**src/rtl/vi_pipe_pkg.sv**
```systemverilog
// Shared pipeline-boundary types.
//   pipe_state_t : occupancy state of one stage register (EMPTY/FULL/SKID)
//   PIPE_OCC_W   : width of the occupancy port
//   occ_of()     : maps a state to its entry count
package vi_pipe_pkg;

    typedef enum logic [1:0] {
        ST_EMPTY = 2'd0,
        ST_FULL  = 2'd1,
        ST_SKID  = 2'd2
    } pipe_state_t;

    localparam int PIPE_OCC_W = 2;

    function automatic logic [PIPE_OCC_W-1:0] occ_of(input pipe_state_t s);
        logic [PIPE_OCC_W-1:0] r;
        case (s)
            ST_FULL: r = 2'd1;
            ST_SKID: r = 2'd2;
            default: r = 2'd0;
        endcase
        return r;
    endfunction

endpackage

```
**src/rtl/pipe_stage_latch.sv**
```systemverilog
// Parametrised pipeline stage register with valid/ready handshake, stall
// and flush. One instance sits at each pipeline boundary.
//
// Parameters
//   WIDTH      payload width
//   SKID       1: two entries (main + skid), in_ready comes from a flop
//              0: single entry, in_ready = !out_valid | out_ready
//   RESET_DATA out_data value after reset or flush (e.g. NOP encoding)
// Ports
//   clock, reset        clock, synchronous active-high reset
//   flush               drop all held entries
//   in_valid/in_ready/in_data     upstream handshake + payload
//   out_valid/out_ready/out_data  downstream handshake + payload
//   occupancy           held entries (0..2)
module pipe_stage_latch
    import vi_pipe_pkg::*;
#(
    parameter int               WIDTH      = 64,
    parameter int               SKID       = 1,
    parameter logic [WIDTH-1:0] RESET_DATA = '0
) (
    input  logic                  clock,
    input  logic                  reset,
    input  logic                  flush,
    input  logic                  in_valid,
    output logic                  in_ready,
    input  logic [WIDTH-1:0]      in_data,
    output logic                  out_valid,
    input  logic                  out_ready,
    output logic [WIDTH-1:0]      out_data,
    output logic [PIPE_OCC_W-1:0] occupancy
);

    pipe_state_t      state_q, state_d;
    logic [WIDTH-1:0] main_q, main_d;
    logic [WIDTH-1:0] skid_val;   // skid payload (constant when SKID=0)
    logic             in_xfer, out_xfer;

    assign out_valid = (state_q != ST_EMPTY);
    assign out_data  = main_q;
    assign occupancy = occ_of(state_q);
    assign in_xfer   = in_valid & in_ready;
    assign out_xfer  = out_valid & out_ready;

    always_comb begin
        state_d = state_q;
        main_d  = main_q;
        if (reset || flush) begin
            // An in transfer this cycle is dropped; an out transfer has
            // already been taken by downstream and needs no action here.
            state_d = ST_EMPTY;
            main_d  = RESET_DATA;
        end else begin
            case (state_q)
                ST_EMPTY: begin
                    if (in_xfer) begin
                        state_d = ST_FULL;
                        main_d  = in_data;
                    end
                end
                ST_FULL: begin
                    if (in_xfer && out_xfer) begin
                        main_d = in_data;
                    end else if (in_xfer) begin
                        // Only reachable with a skid entry: SKID=0 never
                        // accepts while full and stalled.
                        if (SKID != 0) state_d = ST_SKID;
                    end else if (out_xfer) begin
                        state_d = ST_EMPTY;
                    end
                end
                ST_SKID: begin
                    if (out_xfer) begin
                        state_d = ST_FULL;
                        main_d  = skid_val;
                    end
                end
                default: begin
                    state_d = ST_EMPTY;
                    main_d  = RESET_DATA;
                end
            endcase
        end
    end

    always_ff @(posedge clock) begin
        if (reset) begin
            state_q <= ST_EMPTY;
            main_q  <= RESET_DATA;
        end else begin
            state_q <= state_d;
            main_q  <= main_d;
        end
    end

    if (SKID != 0) begin : g_skid
        logic [WIDTH-1:0] skid_q, skid_d;
        logic             in_ready_q, in_ready_d;

        // Skid payload needs no reset: it is only read in ST_SKID.
        always_comb begin
            skid_d = skid_q;
            if (in_xfer && !out_ready && state_q == ST_FULL) skid_d = in_data;
        end

        // Registered ready: the stall seen upstream is a flop output.
        assign in_ready_d = (state_d != ST_SKID);

        always_ff @(posedge clock) begin
            skid_q <= skid_d;
            if (reset) in_ready_q <= 1'b1;
            else       in_ready_q <= in_ready_d;
        end

        // Held low while reset is asserted so nothing is accepted that cycle.
        assign in_ready = in_ready_q & ~reset;
        assign skid_val = skid_q;
    end else begin : g_noskid
        assign in_ready = (~out_valid | out_ready) & ~reset;
        assign skid_val = RESET_DATA;
    end

endmodule

```
**config.mk**
```make
export PLATFORM = sky130hd
export DESIGN_NAME = pipe_stage_latch
export DESIGN_NICKNAME = d
export VERILOG_FILES = /design/src/rtl/vi_pipe_pkg.sv /design/src/rtl/pipe_stage_latch.sv
export SDC_FILE = /design/constraint.sdc
export NUM_CORES = 1
export LEC_CHECK = 0
export CAP_MARGIN = 20
export CORE_AREA = 3 3 128 142
export DETAILED_ROUTE_END_ITERATION = 7
export DIE_AREA = 0 0 131 145
export MAX_ROUTING_LAYER = met4
export PLACE_DENSITY_LB_ADDON = 0.1
export SYNTH_ARGS = -nofsm -noshare
export SYNTH_HDL_FRONTEND = slang
export SYNTH_SLANG_ARGS = --single-unit
```
**constraint.sdc**
```tcl
create_clock -name clock -period 4.99 [get_ports clock]
set_input_delay 1.497 -clock clock [delete_from_list [all_inputs] [get_ports clock]]
set_output_delay 1.497 -clock clock [all_outputs]
set_load 0.005 [all_outputs]
```
## Word-level counts from Yosys, hierarchy flattened

Index checks and enable logic that the tools add are counted.

- Register bits after elaboration: 131
- Output and inout port bits: 68
- Logic and storage cells: 35

- Eq/ne operators: 6
- Muxes and demuxes: 12
- Bitwise logic cells: 4
- Reduce and logical (&&, ||, !) cells: 9

Operators by type and width:

| cell | count |
|---|---|
| $mux 64 | 3 |
| $pmux 64 s3 | 1 |
| $mux 2 | 6 |
| $ne 2x2->1 const B | 4 |
| $pmux 2 s3 | 1 |
| $pmux 2 s2 | 1 |
| $and 1x1->1 | 3 |
| $logic_and 1x1->1 | 3 |
| $reduce_and 3->1 | 1 |
| $eq 2x1->1 const B | 1 |
| $eq 2x2->1 const B | 1 |
| $logic_not 2->1 | 1 |
| $reduce_bool 2->1 | 1 |
| $reduce_or 2->1 | 1 |
| $logic_not 1->1 | 1 |
| $logic_or 1x1->1 | 1 |
| $not 1->1 | 1 |

## Depth between registers and ports, before layout

- Depth in word-level cells: 8
- Depth in mapped cells: 6

## Least setup slack after synthesis

OpenSTA, ideal clock, no wires.

- Kind: in2reg
- From: input port reset
- To: register g_skid.skid_q[0] (enable)
- Arrival time: 4.499 ns
- Required time: 4.504 ns
- Slack: 0.004 ns
- Stages: 3
- Path buffers: 0
- Cell sequence: and3b_2 -> nand2_1 -> nor2_1

- Longest elaborated chain between the ends: 5

Ends and longest elaborated chain:

| element | line | RTL |
|---|---|---|
| from (decl) | pipe_stage_latch.sv:23 | `input logic reset,` |
| $not 1->1 | pipe_stage_latch.sv:116 | `assign in_ready = in_ready_q & ~reset;` |
| $and 1x1->1 | pipe_stage_latch.sv:116 |  |
| $and 1x1->1 | pipe_stage_latch.sv:42 | `assign in_xfer = in_valid & in_ready;` |
| $logic_and 1x1->1 (2 in a row) | pipe_stage_latch.sv:103 | `if (in_xfer && !out_ready && state_q == ST_FULL) skid_d = in_data;` |
| to (signal assigned) | pipe_stage_latch.sv:110 | `skid_q <= skid_d;` |
| to (decl) | pipe_stage_latch.sv:97 | `logic [WIDTH-1:0] skid_q, skid_d;` |

No other way between the ends.
A chain may end at the register's enable or synchronous reset.

## Worst setup path after layout

- From: input port reset
- To: output port in_ready

- Longest elaborated chain between the ends: 2

Ends and longest elaborated chain:

| element | line | RTL |
|---|---|---|
| $not 1->1 | pipe_stage_latch.sv:116 |  |
| $and 1x1->1 | pipe_stage_latch.sv:116 |  |
| to (decl) | pipe_stage_latch.sv:26 | `output logic in_ready,` |

No other way between the ends.

==> results.yml <==
placed_design:
  place.port_buffers: 136
  dpl.hpwl_um: 8620
  postPlaceCellArea_mm2: 0.00730
  gp_congestion: 0.730
sta:
  rsz0062_at_grt: "false"
  worst_pin_slew_ns: 0.851
  hold_viol: 0
  layout_min_cycle_time_ns: 4.25
  setup_viol: 0
  finalSetupTns_ns: 0
  max_freq_mhz: 235
  finClkSkew_ns: 0.00555
  report.final.slew_viol_count: 0
  max-slew-margin-rel_pct: 43.3
  fin_crit_sh_pct: 85.3
setup_path:
  path_cells: "clkdlybuf4s50_1 > and2b_2 > clkdlybuf4s50_1"
  r2r_cells: 4
  crit_buf_inv: 2
  crit_slowest_cell: "clkdlybuf4s50_1"
  rrSetupSlack_ns: 2.44
  crit_path_end_kind: "primary output"
  cp.required_ns: 3.49
  cpMostUsedCell: "clkdlybuf4s50_1"
  worst_r2r_endpoint: "out_data[4]$_SDFFE_PP0P_"
  slowest_delay_ns: 0.58
  arrival_ns: 2.76
  r2r_start: "state_q[1]$_SDFF_PP0_"
  crit_family: "buffers and inverters"
  startpoint_type: "primary input"
  worstSetupPathType: "primary input to primary output"
  crit_fanout: 5
clock_tree:
  cts_setup_buffers: 0
  clockBufferDepth: 2
  clk_pin_slew_ns: 0.05
  cts_hold_buf: 0
  cts_resized: 0
  cts.sinks: 131
  clock_latency_ns: 0.41
  h-tree-depth: 4
  cts_buffers: 17
  cts_tree: "yes"
  root_buffer: "clkbuf_16"
routing:
  detail-route-antenna-nets: 0
  wl_um: 13800
  drc: 0
  vias_per_cell: 4.64
  vias: 4092
  drtPass1Iterations: 4
  drt_iter0_markers: 168
  wire_per_inst_um: 15.7
global_route:
  antenna_found_initial: 0
  grt_usage_pct: 15.2
  grt_max_degree: 77
  grt_pass1_wl_um: 21800
  grt_pass1_vias: 4143
  grt_overflow_total: 0
power:
  peakVddDrop_uv: 208
  leakagePower_nw: 3.20
  p_per_area_mw_per_mm2: 333
logic_synthesis:
  syn_inst: 514
  muxShareOfSynthArea_pct: 11.0
  yosysUniqueCellTypes: 24
  async_flop_share_pct: 0
  synth_xor_area_share_pct: 0
  synth_top_family_by_area: "simple AND/OR/NAND/NOR gates"
  synth_edf_count: 64
  synth-simple-area-share_pct: 22.0
  synth_compound_area_share_pct: 6.29
  ys_warn_count: 0
  yosysSeqAreaShare_pct: 55.8
  syn_nets: 583
  synth_seq_cells: 131
  ys.flop_type: "dfxtp_1"
  synthAdderAreaFrac_pct: 0
  syn_area_mm2: 0.00584
  synth_area_per_cell_um2: 11.4
status:
  status: "finished clean"
hold_path:
  min_to: "out_data[51]$_SDFFE_PP0P_"
  min_path_cells: 2
  hp-class: "flip-flop to flip-flop"
  hold_path.startpoint: "out_data[51]$_SDFFE_PP0P_"
run:
  drv_cap: 0
cells_and_area:
  nFillCells: 1598
  finalInstanceArea_mm2: 0.00792
  final_common_cell: "clkdlybuf4s50_1"
  drive_above_1_share_pct: 7.26
  diodes: 0
  nets: 703
  layout.cells.most_common_list: "clkdlybuf4s50_1 (136), nor2b_1 (66), nand2_1 (66)"
  synthToLayoutAreaGrowth_pct: 35.5
floorplanning:
  fp.dieW_um: 131
  core-area_mm2: 0.0170
  initial_core_util_pct: 34.5
  die_area_mm2: 0.0190
  io-pin-count: 137
  num_rows: 50
  die_h_um: 145
final cells by class:
type	instances	area (um2)	share of cell area (%)
clock buffer	22	464	5.86
clock inverter	10	155	1.96
inverter	2	7.51	0.0948
multi-input combinational	338	2310	29.2
sequential	131	3270	41.3
tap	234	293	3.70
timing repair buffer	144	1420	17.9
flip-flops by register name (all words and copies together), names as in the netlist:
register	count
out_data	64
state_q	2
g_skid.in_ready_q	1
g_skid.skid_q	64
layer usage:
layer  global-route usage [%]  routed length [um]  up-vias  share of wire [%]
met4                     5.56                 202        0                1.5
li1                         -                   -     2037                  -
met3                     3.83                 616       15                4.4
met1                     19.7                6530     1945                 47
met5                        -                   0        -                  0
met2                     22.9                6490       95                 47
cell usage after synthesis (all sizes together) (2+ instances only):
| master | instances | share of area [%] |
|---|---|---|
| dfxtp | 67 | 23 |
| nand2 | 66 | 4.2 |
| nor2b | 66 | 7.1 |
| and3b | 65 | 9.8 |
| o21ai | 65 | 5.6 |
| edfxtp | 64 | 33 |
| mux2i | 64 | 11 |
| clkbuf | 30 | 1.9 |
| buf | 13 | 2.9 |
| inv | 2 | 0.13 |
| nor2 | 2 | 0.13 |
| or2 | 2 | 0.21 |
worst max-delay path by stage:
stage                from                          to  slack (ns)  cells after the start
finish              reset                    in_ready        0.74                      3
detailed placement  reset                    in_ready        0.73                      3
global placement    reset                    in_ready        0.75                      3
global route        reset                    in_ready        0.71                      3
floorplan           reset  g_skid.skid_q[0]$_DFFE_PP_       0.004                      3
CTS                 reset                    in_ready        0.72                      3
through the flow:
| stage | hold slack (ns) | cells | setup WS (ns) | power (W) | util (%) |
|---|---|---|---|---|---|
| CTS | 0.459 | 881 | 0.724 | 0.00268 | 46.7 |
| detailed placement | 0.451 | 849 | 0.733 | 0.00136 | 43.1 |
| global route | 0.480 | 881 | 0.709 | 0.00274 | 46.7 |
| floorplan | 0.455 | 514 | 0.00435 | 0.00126 | - |
| global placement | 0.446 | 849 | 0.752 | 0.00136 | 43.1 |
| finish | 0.455 | 881 | 0.735 | 0.00264 | 46.7 |
cell families after synthesis:
logic type      after synthesis
flops                       131
compound gates               70
simple gates                204
mux                          64
buf+inv                      45
worst register-to-register path, delay by kind of cell (launching register included):
kind | cells | cell delay (ns)
buf+inv | 2 | 1.21
flops | 1 | 0.70
compound gates | 1 | 0.28
mux | 1 | 0.29
power by group:
| part | switching [W] | total, W | leakage (nW) | internal (W) |
|---|---|---|---|---|
| logic | 0.0000723 | 0.000183 | 1.78 | 0.000110 |
| registers | 0.0000109 | 0.00115 | 1.12 | 0.00114 |
| clock network | 0.000447 | 0.00131 | 0.300 | 0.000859 |
Power figures use the tool's default switching activity.
